$ cat src/rtl/demux5_store_if.sv
// Board-facing signals of demux5_store: pushbuttons and switches in, LEDs out,
// plus read-only debug taps of the scan-mode state and the debounced button levels.
interface demux5_store_if;
    // No handshake on this bus: KEY and SW are raw asynchronous board levels,
    // LEDR/LEDG are continuously driven levels, and the debug taps are plain state views.
    logic [3:0]  KEY;
    logic [17:0] SW;
    logic [17:0] LEDR;
    logic [7:0]  LEDG;
    logic        dbg_scan;
    logic [1:0]  dbg_btn;

    modport master (
        output KEY,
        output SW,
        input  LEDR,
        input  LEDG,
        input  dbg_scan,
        input  dbg_btn
    );

    modport slave (
        input  KEY,
        input  SW,
        output LEDR,
        output LEDG,
        output dbg_scan,
        output dbg_btn
    );
endinterface

$ cat src/rtl/demux5_store.sv
// 1-to-5 3-bit demultiplexer with holding registers: a debounced button writes SW[2:0]
// into the register chosen by SW[17:15]; LEDG reads back the selected register or a scan.
module demux5_store #(
    parameter int DEBOUNCE_CYCLES = 50000,
    parameter int SCAN_CYCLES     = 25000000
) (
    input logic           CLOCK_50,
    demux5_store_if.slave io
);
    localparam int DB_W = $clog2(DEBOUNCE_CYCLES + 1);
    localparam int SC_W = $clog2(SCAN_CYCLES + 1);
    localparam logic [DB_W-1:0] DB_LAST = DB_W'(DEBOUNCE_CYCLES - 1);
    localparam logic [SC_W-1:0] SC_LAST = SC_W'(SCAN_CYCLES - 1);

    typedef enum logic {
        MODE_NORMAL = 1'b0,
        MODE_SCAN   = 1'b1
    } mode_t;

    logic            rst_n;
    logic [1:0]      btn_raw;
    logic [1:0]      sync1;
    logic [1:0]      sync2;
    logic [1:0]      deb;
    logic [1:0]      deb_q;
    logic [1:0]      press;
    logic [DB_W-1:0] db_cnt [2];

    logic            wr_press;
    logic            scan_press;
    logic [2:0]      wr_sel;
    logic [2:0]      regs [5];

    mode_t           mode_q;
    mode_t           mode_d;
    logic [SC_W-1:0] scan_step;
    logic [2:0]      scan_idx;
    logic            scan_on;
    logic [2:0]      rd_sel;
    logic [2:0]      rd_data;

    logic            unused_inputs;

    function automatic logic [2:0] decode_sel(input logic [2:0] sel);
        // S2 dominates, so every 1xx code lands on Y just like the original mux.
        return sel[2] ? 3'd4 : {1'b0, sel[1:0]};
    endfunction

    assign rst_n         = io.KEY[0];
    assign btn_raw       = {io.KEY[2], io.KEY[1]};
    assign unused_inputs = ^{io.KEY[3], io.SW[14:3]};

    // Bit 0 is the write button, bit 1 the scan-toggle button.
    always_ff @(posedge CLOCK_50 or negedge rst_n) begin
        if (!rst_n) begin
            sync1 <= 2'b11;
            sync2 <= 2'b11;
            deb   <= 2'b11;
            deb_q <= 2'b11;
            for (int b = 0; b < 2; b++) begin
                db_cnt[b] <= '0;
            end
        end else begin
            sync1 <= btn_raw;
            sync2 <= sync1;
            deb_q <= deb;
            for (int b = 0; b < 2; b++) begin
                if (sync2[b] != deb[b]) begin
                    if (db_cnt[b] == DB_LAST) begin
                        deb[b]    <= ~deb[b];
                        db_cnt[b] <= '0;
                    end else begin
                        db_cnt[b] <= db_cnt[b] + DB_W'(1);
                    end
                end else begin
                    db_cnt[b] <= '0;
                end
            end
        end
    end

    // One-cycle event on each debounced falling edge; releases are silent.
    assign press      = deb_q & ~deb;
    assign wr_press   = press[0];
    assign scan_press = press[1];
    assign wr_sel     = decode_sel(io.SW[17:15]);

    always_ff @(posedge CLOCK_50 or negedge rst_n) begin
        if (!rst_n) begin
            for (int i = 0; i < 5; i++) begin
                regs[i] <= '0;
            end
        end else if (wr_press) begin
            regs[wr_sel] <= io.SW[2:0];
        end
    end

    always_ff @(posedge CLOCK_50 or negedge rst_n) begin
        if (!rst_n) begin
            mode_q <= MODE_NORMAL;
        end else begin
            mode_q <= mode_d;
        end
    end

    always_comb begin
        mode_d = mode_q;
        if (scan_press) begin
            mode_d = (mode_q == MODE_NORMAL) ? MODE_SCAN : MODE_NORMAL;
        end
    end

    // Toggling in either direction restarts the scan from U with a fresh step count.
    always_ff @(posedge CLOCK_50 or negedge rst_n) begin
        if (!rst_n) begin
            scan_step <= '0;
            scan_idx  <= '0;
        end else if (scan_press) begin
            scan_step <= '0;
            scan_idx  <= '0;
        end else if (mode_q == MODE_SCAN) begin
            if (scan_step == SC_LAST) begin
                scan_step <= '0;
                scan_idx  <= (scan_idx == 3'd4) ? 3'd0 : scan_idx + 3'd1;
            end else begin
                scan_step <= scan_step + SC_W'(1);
            end
        end
    end

    assign scan_on = (mode_q == MODE_SCAN);
    assign rd_sel  = scan_on ? scan_idx : wr_sel;
    assign rd_data = regs[rd_sel];

    assign io.LEDR     = {scan_on ? scan_idx : 3'b000,
                          regs[0], regs[1], regs[2], regs[3], regs[4]};
    assign io.LEDG     = {scan_on, 4'b0000, rd_data};
    assign io.dbg_scan = scan_on;
    assign io.dbg_btn  = deb;
endmodule
$ cat src/flat_wrapper.sv
// flat-port wrapper written by rule: the top's interface ports become plain ports
module demux5_store_flat 
#(
    parameter int DEBOUNCE_CYCLES = 50000,
    parameter int SCAN_CYCLES     = 25000000
)
  (CLOCK_50, io_KEY, io_SW, io_LEDR, io_LEDG, io_dbg_scan, io_dbg_btn);
  demux5_store_if io_i ();
  input logic CLOCK_50;
  input wire logic [$bits(io_i.KEY)-1:0] io_KEY;
  input wire logic [$bits(io_i.SW)-1:0] io_SW;
  output wire logic [$bits(io_i.LEDR)-1:0] io_LEDR;
  output wire logic [$bits(io_i.LEDG)-1:0] io_LEDG;
  output wire logic [$bits(io_i.dbg_scan)-1:0] io_dbg_scan;
  output wire logic [$bits(io_i.dbg_btn)-1:0] io_dbg_btn;
  assign io_i.KEY = io_KEY;
  assign io_i.SW = io_SW;
  assign io_LEDR = io_i.LEDR;
  assign io_LEDG = io_i.LEDG;
  assign io_dbg_scan = io_i.dbg_scan;
  assign io_dbg_btn = io_i.dbg_btn;
  demux5_store #(.DEBOUNCE_CYCLES(DEBOUNCE_CYCLES), .SCAN_CYCLES(SCAN_CYCLES)) u_core (.CLOCK_50(CLOCK_50), .io(io_i));
endmodule
$ cat config.mk
export PLATFORM = sky130hd
export DESIGN_NAME = demux5_store_flat
export DESIGN_NICKNAME = d
export VERILOG_FILES = /design/src/rtl/demux5_store_if.sv /design/src/rtl/demux5_store.sv /design/src/flat_wrapper.sv
export SDC_FILE = /design/constraint.sdc
export NUM_CORES = 1
export LEC_CHECK = 0
export CAP_MARGIN = 20
export CORE_MARGIN = 8
export CORE_UTILIZATION = 40
export CTS_CLUSTER_SIZE = 8
export DETAILED_ROUTE_END_ITERATION = 8
export PLACE_DENSITY = 0.6
export SKIP_CTS_REPAIR_TIMING = 1
export SLEW_MARGIN = 40
export SYNTH_ARGS = -nofsm -noshare
export SYNTH_HDL_FRONTEND = slang
export SYNTH_SLANG_ARGS = --single-unit
$ cat constraint.sdc
create_clock -name CLOCK_50 -period 2.3 [get_ports CLOCK_50]
set_input_delay 0.23 -clock CLOCK_50 [delete_from_list [all_inputs] [get_ports CLOCK_50]]
set_output_delay 0.23 -clock CLOCK_50 [all_outputs]
set_load 0.02 [all_outputs]
# Yosys cells after proc, flatten, opt, wreduce, memory -nomap -nowiden
# Index checks and enable logic that the tools add are counted.
[op_classes]
add_sub_neg = 4
mul = 0
div_mod_pow = 0
order_cmp = 3
n_eq_ne = 6
shifts = 0
n_mux = 21
bitwise_logic = 6
n_reduce_logical = 6
[op_table]
columns = ["cell", "n"]
rows = [
  ["$mux W25", 3],
  ["$mux W16", 4],
  ["$add A16 B1 Y16 const B", 2],
  ["$eq A16 B16 Y1 const B", 2],
  ["$mux W3", 10],
  ["$add A25 B1 Y25 const B", 1],
  ["$eq A25 B25 Y1 const B", 1],
  ["$bwmux W15", 1],
  ["$bmux W3 S3", 1],
  ["$demux W3 S3", 1],
  ["$ge A4 B4 Y1 const B", 2],
  ["$not A3 Y4", 2],
  ["$reduce_and A2 Y1", 3],
  ["$lt A4 B1 Y1 const B", 1],
  ["$reduce_bool A2 Y1", 2],
  ["$add A3 B1 Y3 const B", 1],
  ["$eq A3 B3 Y1 const B", 1],
  ["$and A2 B2 Y2", 1],
  ["$ne A1 B1 Y1", 2],
  ["$not A1 Y1", 2],
  ["$not A2 Y2", 1],
  ["$logic_and A1 B1 Y1", 1],
  ["$mux W1", 1],
]
[word_totals]
reg_bits = 84
latch_bits = 0
ramBits = 0
mem_bits_ro = 0
inputBits = 23
wordCells = 61
mem_count = 0

# Logic depth before layout (Yosys ltp)
[logic_depth]
word_depth = 7
depth_mapped = 8

# Worst setup path after synthesis
# OpenSTA, ideal clock, no wires.
[synth_path]
kind = "reg-to-output"
start = "reg u_core.mode_q (netlist: u_core.io.dbg_scan)"
end = "out io_LEDG[1]"
arrival_time_ps = 1604
t_required_ps = 2070
slack_ps = 466
path_stages_with_launch = 7
n_path_buf = 1
cell_sequence = "dfrtp_1 > buf_2 > nor3b_1 > nor2_1 > mux2i_1 > o21ai_0 > a21o_1"
[synth_via]
elab_chain_len = 5
[synth_rtl]
columns = ["item", "line", "rtl"]
rows = [
  ["from (decl)", "demux5_store.sv:34", "mode_t mode_q;"],
  ["from (signal assigned)", "demux5_store.sv:102", "mode_q <= mode_d;"],
  ["$mux W3", "demux5_store.sv:132", "assign rd_sel = scan_on ? scan_idx : wr_sel;"],
  ["$not A3 Y4 (not written as such)", "demux5_store.sv:133", "assign rd_data = regs[rd_sel];"],
  ["$bmux W3 S3", "demux5_store.sv:133", ""],
  ["$mux W3 (not written as such) (2 in a row)", "demux5_store.sv:133", ""],
  ["to (decl)", "flat_wrapper.sv:13", "output wire logic [$bits(io_i.LEDG)-1:0] io_LEDG;"],
]
# Every way passes these cells. The select of a mux whose other input is x is not followed.

# Worst setup path after layout
[layout_path]
start = "reg u_core.mode_q (netlist: u_core.io.dbg_scan)"
end = "out io_LEDR[17]"
[layout_via]
elab_chain_len = 1
[layout_rtl]
columns = ["item", "line", "rtl"]
rows = [
  ["$mux W3", "demux5_store.sv:135", "assign io.LEDR = {scan_on ? scan_idx : 3'b000,"],
  ["to (decl)", "flat_wrapper.sv:12", "output wire logic [$bits(io_i.LEDR)-1:0] io_LEDR;"],
]
# Every way passes these cells.

==> results.json <==
{
  "area_growth_syn_to_layout_pct": 17.2,
  "cts_buffer_depth": 2,
  "final.fill_count": 997,
  "via_count": 3214,
  "die_h_um": 120,
  "firstDrtPassIters": 4,
  "route.detailed.drc": 0,
  "syn_area_um2": 4300,
  "diodes": 0,
  "rsz0062_at_grt": "false",
  "grt_pass1_wl_um": 15300,
  "worstPathRequired_ns": 2.07,
  "tightest_slew_ns": 0.534,
  "worstSetupEndpointType": "primary output",
  "irDropWorstVdd_mv": 0.317,
  "yosysUniqueCellTypes": 47,
  "htreeDepth": 3,
  "ys_ff_latch": 84,
  "grt_pass1_vias": 3199,
  "period_share": 0.928,
  "dp_hpwl_um": 6170,
  "avgViaCountPerCell": 5.24,
  "cts_tree": "done",
  "leakage_nw": 2.21,
  "overflow": 0,
  "maxCapViolCount": 0,
  "fmax_ghz": 0.468,
  "crit_type": "reg -> out",
  "die_area_um2": 14300,
  "layout-drive-gt1-share": 0.140,
  "clock_skew_ns": 0.0120,
  "wl_um": 8800,
  "post-route-util": 0.473,
  "cts_buffers": 9,
  "finalCriticalPeriod_ns": 2.13,
  "grt_max_degree": 45,
  "crit_buf_inv": 2,
  "cpMaxStageDelayCell": "clkdlybuf4s50_1",
  "power_per_cell_area_nw_per_um2": 525,
  "async_reset_ff_frac": 1.00,
  "wire_per_inst_um": 14.4,
  "clk_latency_ns": 0.36,
  "crit_fanout": 37,
  "path_delay_family": "buffers and inverters",
  "fin_cells": 613,
  "hold_class": "in -> reg",
  "slowest_delay_ns": 0.60,
  "layout.cells.most_common_list": "dfrtp_1, nor2_1, nand2_1",
  "cp.arrival_ns": 1.90,
  "grt_usage": 0.128,
  "root_buffer": "clkbuf_8",
  "setup_ws_ns": 0.165,
  "routabilityCongestion": 0.800,
  "synth_ff_type": "dfrtp_1",
  "slew_violations": 0,
  "die_w_um": 120,
  "avgSynthCellArea_um2": 10.1,
  "ys_warn_count": 0,
  "critPathLaunchType": "register",
  "pin_count": 52,
  "ys_seq_area_frac": 0.492,
  "finalPower_mw": 2.64,
  "final_nets": 496,
  "cts_num_sinks": 84,
  "finalHoldViolCount": 0,
  "status": "complete, no violations",
  "slew_headroom": 0.640,
  "fin_area_um2": 5040,
  "placedCellCount": 593,
  "start_util": 0.403,
  "antenna_found_initial": 0,
  "rows": 38,
  "pre_cts_ws_ns": -0.183,
  "cp_cell_sequence": "buf_4, and2_1, clkdlybuf4s50_1",
  "synth_edf_count": 0,
  "syn_inst": 425,
  "portBuffers": 34,
  "core_um2": 10700,
  "post_dp_cell_area_um2": 4780,
  "final_common_cell": "dfrtp_1",
  "path_clk_slew_ns": 0.08,
  "drtIter0Drc": 190,
  "setup_viol": 0,
  "ant_nets": 0
}
logic make-up after synthesis:
| group | Yosys count | share of synthesized area |
|---|---|---|
| muxes | 28 | 0.0705 |
| AOI/OAI and AO/OA | 43 | 0.0603 |
| and+or+nand+nor | 198 | 0.247 |
| xor gates and xnor gates | 41 | 0.0836 |
| other | 1 | 0.000873 |
| buffers and inverters | 25 | 0.0318 |
| adders and majority gates | 5 | 0.0146 |
| DFF | 84 | 0.492 |
worst register-to-register path: stages (launching register included):
cell     delay, ns
dfrtp_1       0.45
nor4b_1       0.36
and4_1        0.31
and3_4        0.24
or2_1         0.35
nor2_1        0.10
layout make-up:
cell class,instances,area [um^2],area share
Clock buffer,11,131,0.0261
Clock inverter,5,62.6,0.0124
Sequential cell,84,2110,0.420
Tap cell,140,175,0.0348
Multi-Input combinational cell,319,2080,0.414
Inverter,9,33.8,0.00671
Timing Repair Buffer,45,435,0.0865
cell usage after synthesis (3+ instances only):
cell / n / area [um^2]
xnor2_1: 21 / 184
dfrtp_1: 76 / 1900
nor3b_1: 4 / 30.0
nor2b_1: 5 / 31.3
nor3_1: 15 / 75.1
mux2i_1: 10 / 100
a21o_1: 3 / 22.5
mux2_2: 18 / 203
nand4_1: 17 / 106
buf_6: 3 / 33.8
a21oi_1: 11 / 55.1
a211oi_1: 4 / 30.0
nand3_1: 18 / 90.1
nor4b_1: 3 / 26.3
nor2_1: 54 / 203
xor2_1: 20 / 175
nand2b_1: 3 / 18.8
a31oi_1: 5 / 31.3
nor4_1: 4 / 25.0
clkbuf_1: 7 / 26.3
ha_1: 5 / 62.6
nand2_1: 33 / 124
o21ai_0: 14 / 70.1
dfstp_2: 8 / 210
o31ai_1: 3 / 22.5
buf_4: 5 / 37.5
inv_1: 9 / 33.8
and3_1: 13 / 81.3
and2_1: 6 / 37.5
and4_1: 7 / 61.3
power by group:
group / total (mW) / switching, mW / internal (mW)
registers: 1.50 / 0.0100 / 1.49
logic: 0.106 / 0.0668 / 0.0394
clock network: 1.04 / 0.530 / 0.506
sequential cells by signal (all words and copies together) (netlist names):
| name | flops |
|---|---|
| u_core.io.LEDR | 15 |
| u_core.scan_step | 25 |
| u_core.deb_q | 2 |
| u_core.db_cnt | 32 |
| u_core.io.dbg_scan | 1 |
| u_core.sync1 | 2 |
| u_core.sync2 | 2 |
| u_core.io.dbg_btn | 2 |
| u_core.scan_idx | 3 |
path summary, 6_finish.rpt:
check,start,endpoint,slack (ns),cells after the start
max,u_core.io.dbg_scan,io_LEDR[17],0.17,3
min,io_KEY[1],u_core.sync1[0],0.27,1
max reg2reg,u_core.scan_step[15],u_core.scan_step[13],0.36,5
min reg2reg,u_core.sync1[1],u_core.sync2[1],0.36,0
max in group asynchronous,io_KEY[0],u_core.scan_idx[0],1.26,3
min in group asynchronous,io_KEY[0],u_core.db_cnt[15],0.40,2
metal layers:
layer,track usage,share of wire
met4,0.0539,0.016
met5,0,0
met2,0.205,0.46
met3,0.0268,0.035
met1,0.164,0.49
metrics by stage:
step | hold slack, ns | setup TNS, ns
floorplan | -0.0656 | 0
global placement | 0.251 | -0.257
detailed placement | 0.249 | -0.395
CTS | -0.145 | -0.983
global route | 0.262 | 0
finish | 0.272 | 0
No activity file was read; power rests on OpenSTA's default activity.
